===== src/rtl/dl11_fifo_regs.sv =====
// rtl/dl11_fifo_regs.sv - DL11-style console register block with RX/TX byte FIFOs
module dl11_fifo_regs #(
    parameter logic [12:0] BASE_ADDR = 13'o17560,
    parameter logic [7:0]  VECTOR    = 8'o60,
    parameter int          RX_AW     = 4,
    parameter int          TX_AW     = 4
) (
    input  logic        clk,
    input  logic        reset,
    input  logic [12:0] iopage_addr,
    input  logic [15:0] data_in,
    input  logic        iopage_rd,
    input  logic        iopage_wr,
    input  logic        iopage_byte_op,
    output logic [15:0] data_out,
    output logic        decode,
    output logic        interrupt,
    input  logic        interrupt_ack,
    output logic [7:0]  vector,
    input  logic        rx_valid,
    input  logic [7:0]  rx_data,
    input  logic        rx_ferr,
    output logic        tx_valid,
    output logic [7:0]  tx_data,
    input  logic        tx_ready
);

    localparam logic [7:0]       TX_VECTOR = VECTOR + 8'd4;
    localparam logic [RX_AW:0]   RX_DEPTH  = 1 << RX_AW;
    localparam logic [TX_AW:0]   TX_DEPTH  = 1 << TX_AW;
    localparam logic [RX_AW-1:0] RX_ONE    = 1;
    localparam logic [TX_AW-1:0] TX_ONE    = 1;
    localparam logic [13:0]      BASE_LO   = {1'b0, BASE_ADDR};
    localparam logic [13:0]      BASE_HI   = {1'b0, BASE_ADDR} + 14'd7;

    logic [8:0]       rx_mem [0:(1<<RX_AW)-1];
    logic [RX_AW-1:0] rx_wptr, rx_rptr;
    logic [RX_AW:0]   rx_count;
    logic [7:0]       tx_mem [0:(1<<TX_AW)-1];
    logic [TX_AW-1:0] tx_wptr, tx_rptr;
    logic [TX_AW:0]   tx_count;

    logic       rie, tie, ovr, tx_req, tie_ready_q;
    logic [7:0] xbuf_last;

    logic [1:0]  sel;
    logic        even, wr_ok;
    logic        rcsr_wr, xcsr_wr, xbuf_wr;
    logic        rx_empty, rx_full, tx_empty, tx_full;
    logic        rx_pop, rx_push, tx_push, tx_pop;
    logic [8:0]  rx_head;
    logic        ferr_head, done, ready, rx_int;
    logic        tie_ready, tx_set, tx_clr;
    logic [15:0] reg_val;

    // BASE_ADDR is even, so the register index needs no borrow from bit 0
    assign decode  = ({1'b0, iopage_addr} >= BASE_LO) && ({1'b0, iopage_addr} <= BASE_HI);
    assign sel     = iopage_addr[2:1] - BASE_ADDR[2:1];
    assign even    = !iopage_byte_op || !iopage_addr[0];
    assign wr_ok   = iopage_wr && decode && even;
    assign rcsr_wr = wr_ok && (sel == 2'd0);
    assign xcsr_wr = wr_ok && (sel == 2'd2);
    assign xbuf_wr = wr_ok && (sel == 2'd3);

    assign rx_empty = (rx_count == '0);
    assign rx_full  = (rx_count == RX_DEPTH);
    assign tx_empty = (tx_count == '0);
    assign tx_full  = (tx_count == TX_DEPTH);

    assign rx_pop  = iopage_rd && decode && (sel == 2'd1) && even && !rx_empty;
    assign rx_push = rx_valid && (!rx_full || rx_pop);
    assign tx_push = xbuf_wr && !tx_full;
    assign tx_valid = !tx_empty;
    assign tx_data  = tx_mem[tx_rptr];
    assign tx_pop   = tx_valid && tx_ready;

    assign rx_head   = rx_mem[rx_rptr];
    assign ferr_head = rx_head[8] && !rx_empty;
    assign done      = !rx_empty;
    assign ready     = !tx_full;

    always_comb begin
        reg_val = 16'h0000;
        case (sel)
            2'd0: reg_val = {8'b0, done, rie, 6'b0};
            2'd1: if (!rx_empty)
                      reg_val = {ovr | ferr_head, ovr, ferr_head, 5'b0, rx_head[7:0]};
            2'd2: reg_val = {8'b0, ready, tie, 6'b0};
            2'd3: reg_val = {8'b0, xbuf_last};
            default: reg_val = 16'h0000;
        endcase
    end

    always_comb begin
        data_out = 16'h0000;
        if (iopage_rd && decode) begin
            if (iopage_byte_op)
                data_out = {8'b0, iopage_addr[0] ? reg_val[15:8] : reg_val[7:0]};
            else
                data_out = reg_val;
        end
    end

    always_ff @(posedge clk) begin
        if (rx_push)
            rx_mem[rx_wptr] <= {rx_ferr, rx_data};
        if (tx_push)
            tx_mem[tx_wptr] <= data_in[7:0];
    end

    always_ff @(posedge clk) begin
        if (reset) begin
            rx_wptr  <= '0;
            rx_rptr  <= '0;
            rx_count <= '0;
            tx_wptr  <= '0;
            tx_rptr  <= '0;
            tx_count <= '0;
        end else begin
            if (rx_push) rx_wptr <= rx_wptr + RX_ONE;
            if (rx_pop)  rx_rptr <= rx_rptr + RX_ONE;
            rx_count <= rx_count + {{RX_AW{1'b0}}, rx_push} - {{RX_AW{1'b0}}, rx_pop};
            if (tx_push) tx_wptr <= tx_wptr + TX_ONE;
            if (tx_pop)  tx_rptr <= tx_rptr + TX_ONE;
            tx_count <= tx_count + {{TX_AW{1'b0}}, tx_push} - {{TX_AW{1'b0}}, tx_pop};
        end
    end

    // A pop clears ovr first; a dropped byte in the same cycle then sets it again
    always_ff @(posedge clk) begin
        if (reset) begin
            ovr       <= 1'b0;
            rie       <= 1'b0;
            tie       <= 1'b0;
            xbuf_last <= 8'h00;
        end else begin
            if (rx_valid && !rx_push)
                ovr <= 1'b1;
            else if (rx_pop)
                ovr <= 1'b0;
            if (rcsr_wr) rie <= data_in[6];
            if (xcsr_wr) tie <= data_in[6];
            if (xbuf_wr) xbuf_last <= data_in[7:0];
        end
    end

    assign rx_int    = rie && done;
    assign tie_ready = tie && ready;
    assign tx_set    = tie_ready && !tie_ready_q;
    assign tx_clr    = (interrupt_ack && (vector == TX_VECTOR)) || xbuf_wr || !tie;

    always_ff @(posedge clk) begin
        if (reset) begin
            tx_req      <= 1'b0;
            tie_ready_q <= 1'b0;
        end else begin
            tie_ready_q <= tie_ready;
            if (tx_set)
                tx_req <= 1'b1;
            else if (tx_clr)
                tx_req <= 1'b0;
        end
    end

    assign interrupt = rx_int || tx_req;
    assign vector    = rx_int ? VECTOR : (tx_req ? TX_VECTOR : 8'h00);

endmodule


===== config.mk =====
export PLATFORM = sky130hd
export DESIGN_NAME = dl11_fifo_regs
export DESIGN_NICKNAME = d
export VERILOG_FILES = /design/src/rtl/dl11_fifo_regs.sv
export SDC_FILE = /design/constraint.sdc
export NUM_CORES = 1
export LEC_CHECK = 0
export BUFFER_PORTS_ARGS = -buffer_cell sky130_fd_sc_hd__buf_2
export CORE_MARGIN = 2
export CORE_UTILIZATION = 54
export DETAILED_ROUTE_END_ITERATION = 7
export PLACE_DENSITY = 0.83
export REMOVE_ABC_BUFFERS = 1
export SLEW_MARGIN = 0
export SYNTH_ARGS = -nofsm -noshare
export SYNTH_HDL_FRONTEND = slang
export SYNTH_SLANG_ARGS = --single-unit

===== constraint.sdc =====
create_clock -name clk -period 2.9 [get_ports clk]
set_input_delay 0 -clock clk [delete_from_list [all_inputs] [get_ports clk]]
set_output_delay 0 -clock clk [all_outputs]
set_load 0.005 [all_outputs]

# Word-level counts from Yosys, hierarchy flattened
# Memories as Yosys holds them, arrays and structs flattened. A register that Yosys moved wholly into a read port is not among the register bits.
# Index checks and enable logic that the tools add are counted.
# op_classes
addsub,8
order_cmp,2
eq_ne,6
muxes,19
bitwise_logic,1
n_reduce_logical,38
# op_table
op,count
case mux 16 bit (4 select lines),1
2-to-1 mux 16 bit,3
logical AND 1 bit,19
adder 4 x 1 -> 4 bit (second input constant),4
2-to-1 mux 4 bit,4
greater-or-equal comparator 13 bit (second input constant),1
less-or-equal comparator 13 bit (second input constant),1
2-to-1 mux 6 bit,2
adder 5 x 1 -> 5 bit,2
== test 5 bit (second input constant),2
logical NOT 5 bit,2
subtractor 5 x 1 -> 5 bit,2
logical NOT 1 bit,9
== test 8 x 6 -> 1 bit (second input constant),1
2-to-1 mux 1 bit,8
2-to-1 mux 8 bit,1
logical OR 1 bit,5
== test 2 bit (second input constant),2
nonzero test 2 bit,2
== test 2 x 1 -> 1 bit (second input constant),1
logical NOT 2 bit,1
bitwise OR 1 bit,1
# word_totals
register_bits,39
ram_bits,272
inputBits,46
output_inout_bits,35
wordCells,88
n_memories,2
# memory_table
memory,words,word_bits,read_ports,rd_clocked_by_memory_dff,write_ports,line,rtl
rx_mem,16,9,1,1,1,36,logic [8:0] rx_mem [0:(1<<RX_AW)-1];
tx_mem,16,8,1,1,1,39,logic [7:0] tx_mem [0:(1<<TX_AW)-1];

# Depth between registers and ports, before layout
# Gate-level depths: netlist of the first run.
# depth
depth_word,11
ltp_mapped,17

# Worst setup path after synthesis of the first run
# Ideal clock, no wire load.
# synth_path
path_type,reg-to-reg
from,register rx_count[3]
to,register rx_count[4]
setup_ps,128
arrival_time_ps,2807
required_ps,2772
slack_ps,-35
stages_incl_launch_ff,15
period_less_slack_ps,2935
path_cell_list,dfxtp_1 -> inv_1 -> ha_1 -> or4b_2 -> nand3b_1 -> nor2_2 -> ha_1 -> inv_1 -> ha_1 -> fa_1 -> a21oi_1 -> nor2_1 -> nor2_1 -> xnor2_1 -> nor2_1
# synth_via
elab_chain_len,7
word_cells_on_any_way,9
classes_between,add/sub: 2; eq/ne: 1; reduce/logical: 6
# synth_rtl
item,line,rtl
from (decl),38,logic [RX_AW:0] rx_count;
from (signal assigned),122,"rx_count <= rx_count + {{RX_AW{1'b0}}, rx_push} - {{RX_AW{1'b0}}, rx_pop};"
logical NOT 5 bit (*),65,assign rx_empty = (rx_count == '0);
logical NOT 1 bit (*),n/a,
logical AND 1 bit (*),70,assign rx_pop = iopage_rd && decode && (sel == 2'd1) && even && !rx_empty;
net rx_pop,50,"logic rx_pop, rx_push, tx_push, tx_pop;"
logical OR 1 bit,71,assign rx_push = rx_valid && (!rx_full || rx_pop);
logical AND 1 bit,71,
adder 5 x 1 -> 5 bit,122,
subtractor 5 x 1 -> 5 bit (*),122,
# Mark *: on every way through the listed nets, which the timed path passes. The rest lies on a longest branch.
# A chain may end at the register's enable or synchronous reset.

==> results of run 1 <==
-- area by class of cell --
cell class              count  area (um2)
multi-input cells         350        3650
repair buffers            131         913
flip-flops and latches    319        9110
fillers                  1572        8420
clock inverters            11         123
clock buffers              44         845
inverters                  19        71.3
well taps                 319         399
-- placed cells by master (no fill, tap or decap), types with 3 or more instances in the layout --
cell type        n
edfxtp_1       272
mux4_2          78
nor2_1          64
buf_2           62
buf_4           43
dfxtp_1         42
clkbuf_16       31
dlygate4sd3_1   24
nand2_1         20
ha_1            19
mux2i_1         17
inv_1           15
nor3_1          14
a21oi_1         13
nand3_1         11
clkbuf_1        11
conb_1          10
xnor2_1          9
nor2b_1          8
nand2b_1         7
mux2_2           7
xor2_1           6
clkinv_1         6
nand4_1          5
a31oi_1          5
dfxtp_2          5
inv_2            4
and2_1           4
a21o_1           4
a22oi_1          3
a22o_1           3
bufinv_16        3
-- timing repair --
action,4_1_cts,5_1_grt
hold buffers,24,0
hold endpoints to repair,290,0
gates resized for setup,2,17
pin swaps,1,6
setup buffers,0,2
setup endpoints to repair,1,32
-- power by group --
group | switching, W | internal (W)
combinational | 0.000797 | 0.000887
clock | 0.00159 | 0.00227
sequential | 0.0000946 | 0.00511
total | 0.00249 | 0.00827
-- sequential cells by signal, summed over array words and instances (netlist names), named ones only --
name / cells
xbuf_last: 8
rie: 1
rx_rptr: 4
rx_mem: 144
tx_rptr: 4
ovr: 1
tx_req: 1
rx_count: 5
tx_mem: 128
tie: 1
rx_wptr: 4
tx_wptr: 4
tx_count: 5
tie_ready_q: 1
-- stage by stage --
stage | setup WS [ns] | hold WS [ns] | setup TNS [ns]
after global placement | -0.00784 | 0.302 | -0.00784
after global routing | -0.0340 | 0.0512 | -0.0506
after detailed placement | -0.0629 | 0.305 | -0.0629
after CTS | 0.0164 | 0.0151 | 0
after floorplan | -0.0216 | 0.0667 | -0.0216
final | 0.126 | 0.0218 | 0
-- per-layer routing --
layer	global-route usage, %	share of wire [%]
met2	38.1	55
met3	3.02	4.5
met4	5.33	2.6
met1	25.2	38
met5	0	0.027
-- worst max-delay path by stage --
stage	from	end	slack (ns)	cells after the start
global placement	rx_count[2]	rx_count[4]	-0.008	14
finish	flip-flop	data_out[7]	0.13	7
CTS	flip-flop	data_out[6]	0.02	7
floorplan	rx_count[3]	rx_count[4]	-0.02	14
global route	tx_count[2]	tx_count[4]	-0.03	15
detailed placement	rx_count[3]	rx_count[4]	-0.06	14
-- cells by family after synthesis --
group / count (synthesis) / synth area share [%]
compound gates: 42 / 2.23
xor+xnor: 15 / 1.01
fa+ha+maj: 24 / 2.42
buf+inv: 69 / 2.65
flops: 319 / 69.9
mux: 104 / 15.6
other cells: 1 / 0.0288
simple gates: 155 / 6.12
-- worst max-delay path, delay by kind of cell (launching register included) --
kind                   cells  cell delay (ns)
and+or+nand+nor            1             0.20
buffers and inverters      2             0.45
DFF                        1             0.54
muxes                      1             0.59
AOI/OAI and AO/OA          3             0.44
==> reports/results.ini, run 1 <==
[final_layout]
post-route-cell-area_um2=15100
fin_cells=1193
drive_gt1_share_pct=29.9
syn_to_final_growth_pct=16.1
antenna_cells=0
final_nets=922
post-route-util_pct=64.2

[worst_setup_path]
rr_startpoint=rx_count[2]
critPathSlowestCell=mux4_2
cp_max_fo=11
worstSetupPathType=flip-flop to primary output
reg2reg_depth=14
crit_path_max_incr_delay_ns=0.59
rrSetupSlack_ns=0.14
cp-end-kind=primary output
r2r_end=rx_count[4]
start_kind=flip-flop
crit_chain=buf_4, mux4_2, nor3_1, a31oi_1, a22oi_1, o32ai_1, buf_2
cp.required_ns=2.90
arrival_ns=2.77

[place]
dpl.hpwl_um=16500
gp_congestion=0.752
io_buffers=62
placed_cell_area_um2=13800
placedCellCount=1112

[yosys]
synthTopCellsByArea=edfxtp_1 (63%), mux4_2 (13%), dfxtp_1 (7.2%), ha_1 (2.1%), nor2_1 (1.8%)
synth_cells=729
netlist_area_um2=13000
yosysMostFrequentCell=edfxtp_1
ys_warn_count=0
yosysTopAreaCellShare_pct=62.7
yosys_most_used_dff=edfxtp_1
synth-seq-area-share_pct=69.9
synth-edff-count=272
synth.distinct_cells=57
synth_top_area_cell=edfxtp_1
ys_seq_elements=319
synth_common_cells=edfxtp_1 (272), mux4_2 (78), nor2_1 (64)
synthArstFlopShare_pct=0
synth.avg_cell_area_um2=17.9

[timing]
min_period_ns=2.77
drv_slew=0
worst_pin_slew_ns=0.991
setup_viol=0
final_hold_viol_count=0
fin_skew_ns=0.0103
rsz0062_at_grt=yes
maxSlewHeadroom_pct=33.7
timing.fmax_ghz=0.360
period_share_pct=95.7

[clocking]
cts_buffer_depth=3
cts_max_level=1
cts.sinks=319
insertion_delay_ns=0.55
cts.clk_slew.worst_paths_ns=0.06
cts_tree=done
numCtsBuffers=31
clockRootBuffer=clkbuf_16

[routing]
ant_nets=0
via_per_inst=5.74
wl_per_cell_um=21.7
routed_wl_um=25800
drt-initial-drc-count=573
vias=6849
dr.pass1.iters=5
drc=0

[power_and_ir_drop]
total_power_w=0.0108
p_leak_nw=5.02
ir_worst_vdd_uv=503
p_per_area_nw_per_um2=711

[floorplanning]
die_area_um2=25400
ios=81
rows=56
initial_core_util_pct=55.3
die_w_um=159
die_h_um=159
core_um2=23500

[grt]
track_usage_pct=20.5
grt_pass1_wl_um=40200
grt_overflow=0
grt_pass1_vias=7163
grt_start_max_net_pins=43
antenna_found_initial=1

[min_path]
hold_depth=2
hp-class=primary input to flip-flop
hp-start=reset

[job]
drv_cap=0

[outcome]
status=finished, final reports clean

No activity file was read; power rests on OpenSTA's default activity.
==> run 2, diff against run 1 <==
Settings changed: CORE_ASPECT_RATIO set to 0.8.
==> run 2 against run 1 <==
Largest cell class unchanged; combinational power hardly changed; wire length increased by 6.6%; count of clock-buffer cells in the layout is 5 lower; design area up 0.40%; clock power up 2%; clock skew rose by 0.0098 ns; die area about the same; core utilization up 0.31 points; sequential share of layout area decreased by 0.22 points; global-route usage increased by 1.7 points; sequential power hardly changed; hold slack gained 0.0096 ns.
==> reports/results.ini, run 2 (synthesis results as in run 1) <==
[outcome]
status=finished, final reports clean

[floorplanning]
die_w_um=178
die_area_um2=25400
ios=81
initial_core_util_pct=55.4
die_h_um=143
core_um2=23500
rows=50

[routing]
vias=7133
via_per_inst=6.00
dr.pass1.iters=5
wl_per_cell_um=23.2
drt-initial-drc-count=744
drc=0
ant_nets=0
routed_wl_um=27500

[final_layout]
final_cell_mix=edfxtp_1 (272), mux4_2 (78), buf_2 (62), nor2_1 (60), dfxtp_1 (44)
fin_cells=1188
fillers=1585
drive_gt1_share_pct=30.9
largest_reg_flops=144
top_register=rx_mem
final_nets=921
reg_top3=rx_mem (144), tx_mem (128), xbuf_last (8)
mostFrequentLayoutCell=edfxtp_1
syn_to_final_growth_pct=16.5
post-route-cell-area_um2=15200

[job]
drv_cap=0

[clocking]
cts_buffer_depth=3
cts_max_level=1
numCtsBuffers=31
cts_tree=done
cts.sinks=319
insertion_delay_ns=0.56
cts.clk_slew.worst_paths_ns=0.06
clockRootBuffer=clkbuf_16

[grt]
grt_overflow=0
grtUsageMet1_pct=32.0
grt_pass1_wl_um=41700
antenna_found_initial=2
grt_start_max_net_pins=43
grt_use_met2_pct=35.7
grt_pass1_vias=7129
track_usage_pct=22.2
gr-max-usage-layer=met2
met3_usage_pct=3.43

[timing]
timing.fmax_ghz=0.351
maxSlewHeadroom_pct=28.7
drv_slew=0
fin_ws_ns=0.0470
worst_pin_slew_ns=1.07
period_share_pct=98.4
fin_skew_ns=0.0201
rsz0062_at_grt=yes
final_hold_viol_count=0
min_period_ns=2.85
setup_viol=0

[place]
post-place-ws_ns=-0.0706
placed_cell_area_um2=13900
io_buffers=62
gp_congestion=0.810
placedCellCount=1106
dpl.hpwl_um=17100

[worst_setup_path]
cp.required_ns=2.90
rrSetupSlack_ns=0.11
arrival_ns=2.85
r2r_end=rx_mem[9][2]
worstSetupPathType=flip-flop to primary output
rr_startpoint=rx_count[2]
cp_max_fo=16
start_kind=flip-flop
cp-end-kind=primary output
reg2reg_depth=8

[power_and_ir_drop]
p_sw_w=0.00257
p_per_area_nw_per_um2=714
swShare_pct=23.8
seq_power_share_pct=47.9
p_comb_share_pct=15.7
p_int_w=0.00826
clockPowerShare_pct=36.4
ir_worst_vdd_uv=523
p_leak_nw=5.07

[min_path]
hold_depth=2
hp-start=reset
hp-class=primary input to flip-flop

==> run 2: changes by cell type in the layout (fill, tap and decap cells not counted), sizes merged <==
cell,previous run,this run
clkbuf,44,39
inv,19,21
clkinv,8,14
diode,0,2
dlygate4sd3,24,23
bufinv,3,1
==> run 2: final cells by class <==
type / count / area [um2] / share of cell area (%)
clock buffer: 39 / 900 / 5.93
tap: 312 / 390 / 2.57
multi-input combinational: 350 / 3650 / 24.0
clock inverter: 17 / 116 / 0.767
inverter: 19 / 71.3 / 0.470
timing repair buffer: 130 / 928 / 6.12
antenna: 2 / 5.00 / 0.0330
sequential: 319 / 9120 / 60.1
==> run 2: worst max-delay path by stage <==
stage                start     endpoint  slack (ns)  depth (start not counted)
5_1_grt        rx_count[2]  data_out[6]       -0.03                          9
3_3_place_gp   rx_count[2]  rx_count[4]       -0.01                         14
4_1_cts        tx_count[3]  tx_count[4]       0.006                         14
2_1_floorplan  rx_count[3]  rx_count[4]       -0.02                         14
3_5_place_dp   rx_count[2]  rx_count[4]       -0.07                         14
6_report         flip-flop  data_out[7]        0.05                          6
==> run 2: power by group through the flow <==
stage	Combinational (W)	Sequential [W]	Clock, W
floorplan	0.000972	0.00538	0
global placement	0.00157	0.00528	0
detailed placement	0.00162	0.00529	0
CTS	0.00168	0.00519	0.00398
global route	0.00185	0.00520	0.00416
finish	0.00170	0.00519	0.00395
==> run 2: repair_timing <==
item	in CTS	in global routing
endpoints found under the hold margin	290	0
resized for setup	7	11
setup endpoints to repair	9	31
cloned	0	0
hold buffers	23	0
pin swaps	1	3
setup buffers	0	1
==> run 2: critical path, stage by stage, from the launching register on <==
cell	delay, ns
dfxtp_4	0.58
mux4_2	0.60
mux2i_1	0.20
a31oi_1	0.17
a22oi_1	0.41
o32ai_1	0.18
buf_2	0.16
==> run 2: metal layers <==
layer | wire length, um | vias to the layer above
met5 | 0 | -
met4 | 569 | 0
met3 | 2240 | 52
met2 | 13500 | 356
met1 | 11300 | 3646
li1 | - | 3079
==> run 2: through the flow <==
stage	utilization [%]	power (W)	hold slack [ns]	setup TNS [ns]
floorplan	-	0.00635	0.0667	-0.0216
global placement	59.0	0.00685	0.299	-0.0118
detailed placement	59.0	0.00691	0.301	-0.0706
CTS	64.4	0.0109	0.0175	0
global route	64.5	0.0112	0.0659	-0.312
finish	64.5	0.0108	0.0314	0
==> run 3, diff against run 2 <==
--- a/config.mk
+++ b/config.mk
@@ -9,7 +9,7 @@
 export CORE_ASPECT_RATIO = 0.8
 export CORE_MARGIN = 2
-export CORE_UTILIZATION = 54
+export CORE_UTILIZATION = 56
 export DETAILED_ROUTE_END_ITERATION = 7
-export PLACE_DENSITY = 0.83
+export PLACE_DENSITY = 0.74
 export REMOVE_ABC_BUFFERS = 1
 export SLEW_MARGIN = 0
==> constraint.sdc (replaced) <==
create_clock -name clk -period 2.7 [get_ports clk]
set_input_delay 0 -clock clk [delete_from_list [all_inputs] [get_ports clk]]
set_output_delay 0 -clock clk [all_outputs]
set_load 0.01 [all_outputs]
==> run 3 against run 2 <==
The run now ends with setup timing left; sequential power up 8.3%; register-to-register slack lost 0.19 ns; flip-flop and latch count is the same; final cell count up 1.3%; sequential share of layout area down 1.2 points; hold slack gained 0.099 ns; setup slack lost 0.12 ns; critical path depth is 8 higher; critical path type is now flip-flop to flip-flop; largest cell class unchanged.
==> reports/results.ini, run 3 (synthesis results as in run 1) <==
[outcome]
status=finished with violations
violations=setup timing

[worst_setup_path]
cp-end-kind=flip-flop
worstSetupStartpoint=rx_count[2]
path_buf_inv=2
crit_path_max_incr_delay_ns=0.45
arrival_ns=3.19
critPathSlowestCell=or4b_4
rr_startpoint=rx_count[2]
r2r_end=rx_count[4]
worstSetupPathType=flip-flop to flip-flop
crit_path_frequent_cell=nor2_1
reg2reg_depth=14
cp.required_ns=3.11
crit_chain=inv_2, ha_4, or4b_4, nand3b_1, nor2_2, ha_1, inv_1, ha_2, fa_2, a21oi_2, nor2_1, nor2_1, xnor2_1, nor2_1
endpoint=rx_count[4]
start_kind=flip-flop
rrSetupSlack_ns=-0.08
cp_max_fo=3
crit_family=simple AND/OR/NAND/NOR gates
worst-path-stages=14

[clocking]
cts_max_level=1
insertion_delay_ns=0.55
numCtsBuffers=30
clockRootBuffer=clkbuf_16
cts.sinks=319
cts.clk_slew.worst_paths_ns=0.06
cts_tree=done
cts_buffer_depth=3

[routing]
routed.top_layer=met4
wl_met3_um=2200
drc=0
via_per_inst=5.97
vias=7189
met1_length_um=11800
wl_met2_um=13200
ant_nets=0
routed_wl_um=27900
wl_per_cell_um=23.2
dr.pass1.iters=5
drt-initial-drc-count=793

[timing]
fin_ws_ns=-0.0755
drv_slew=0
worst_pin_slew_ns=1.03
hold_ws_ns=0.130
min_period_ns=2.78
fin_skew_ns=0.0103
period_share_pct=103
maxSlewHeadroom_pct=31.0
timing.fmax_ghz=0.360
setup_viol=2
rsz0062_at_grt=yes
final_hold_viol_count=0

[final_layout]
antenna_cells=0
reg_top3=rx_mem (144), tx_mem (128), xbuf_last (8)
seq_area_um2=9130
largest_reg_flops=144
mostFrequentLayoutCell=edfxtp_1
multiInputGateArea_um2=3800
final_nets=944
top_register=rx_mem
syn_to_final_growth_pct=19.1
fin_cells=1204
fillers=1471
final_cell_mix=edfxtp_1 (272), mux4_2 (78), buf_2 (62), buf_4 (54), nor2_1 (52)
drive_gt1_share_pct=34.6

[floorplanning]
initial_core_util_pct=57.4
rows=49
core_um2=22700
die_h_um=140
die_area_um2=24500
die_w_um=175
ios=81

[power_and_ir_drop]
swShare_pct=24.0
p_sw_w=0.00287
p_int_w=0.00907
seq_power_share_pct=47.0
clockPowerShare_pct=34.9
p_per_area_nw_per_um2=770
ir_worst_vdd_uv=570
p_leak_nw=5.18
p_comb_share_pct=18.0

[place]
dpl.hpwl_um=18200
io_buffers=62
gp_congestion=0.860
placedCellCount=1108

[min_path]
hp-class=primary input to flip-flop

[grt]
grt_pass1_vias=7174
grt_pass1_wl_um=43100
grt_start_max_net_pins=33
track_usage_pct=23.4
antenna_found_initial=0
grt_overflow=0

[job]
drv_cap=0

==> run 3: worst min-delay path by stage <==
stage	cells past startpoint	slack (ns)	startpoint	end
finish	5	0.13	iopage_addr[2]	rie
global route	5	0.1	iopage_addr[2]	rie
CTS	5	0.01	iopage_addr[2]	rie
detailed placement	3	0.32	iopage_addr[0]	data_out[5]
global placement	3	0.30	iopage_addr[0]	data_out[5]
floorplan	1	0.07	reset	tx_count[1]
==> run 3: power by group through the flow <==
stage | Clock [W] | Sequential [W] | Combinational, W
after detailed placement | 0 | 0.00571 | 0.00191
after floorplan | 0 | 0.00578 | 0.00107
final | 0.00417 | 0.00562 | 0.00215
after global placement | 0 | 0.00569 | 0.00181
after CTS | 0.00423 | 0.00561 | 0.00209
after global routing | 0.00441 | 0.00564 | 0.00235
==> run 3: final cells by class <==
class                   instances  area share, %
well taps                     306           2.47
flip-flops and latches        319           58.8
inverters                      19          0.476
clock buffers                  41           5.31
repair buffers                154           7.47
multi-input cells             350           24.5
clock inverters                15          0.976
==> run 3: worst min-delay path, cell delays in order <==
cell and delay, ns:
buf_2 0.24, nor2_1 0.07, nand4_1 0.13, mux2i_1 0.11
nor2_1 0.08
==> run 3: timing repair <==
item | CTS | global route
gates resized for setup | 37 | 22
hold buffers | 30 | 0
buffers inserted | 12 | 4
hold endpoints to repair | 291 | 0
pin swaps | 15 | 13
gates cloned | 0 | 0
setup endpoints to repair | 116 | 74
==> run 3: metal layers <==
metal / global-route usage, % / up-vias
met5: 0 / -
met4: 5.53 / 0
met3: 3.66 / 58
met2: 36.6 / 387
met1: 35.3 / 3624
li1: - / 3120
==> run 3: metrics by stage <==
| step | util (%) | TNS (ns) | power [W] | setup slack [ns] | area [um2] |
|---|---|---|---|---|---|
| finish | 68.4 | -0.102 | 0.0119 | -0.0755 | 15500 |
| global route | 68.4 | -0.672 | 0.0124 | -0.215 | 15500 |
| CTS | 68.0 | -0.0887 | 0.0119 | -0.0887 | 15400 |
| detailed placement | 61.4 | -2.51 | 0.00762 | -0.369 | 13900 |
| global placement | 61.4 | -0.413 | 0.00750 | -0.231 | 13900 |
| floorplan | - | -0.377 | 0.00684 | -0.222 | 12800 |
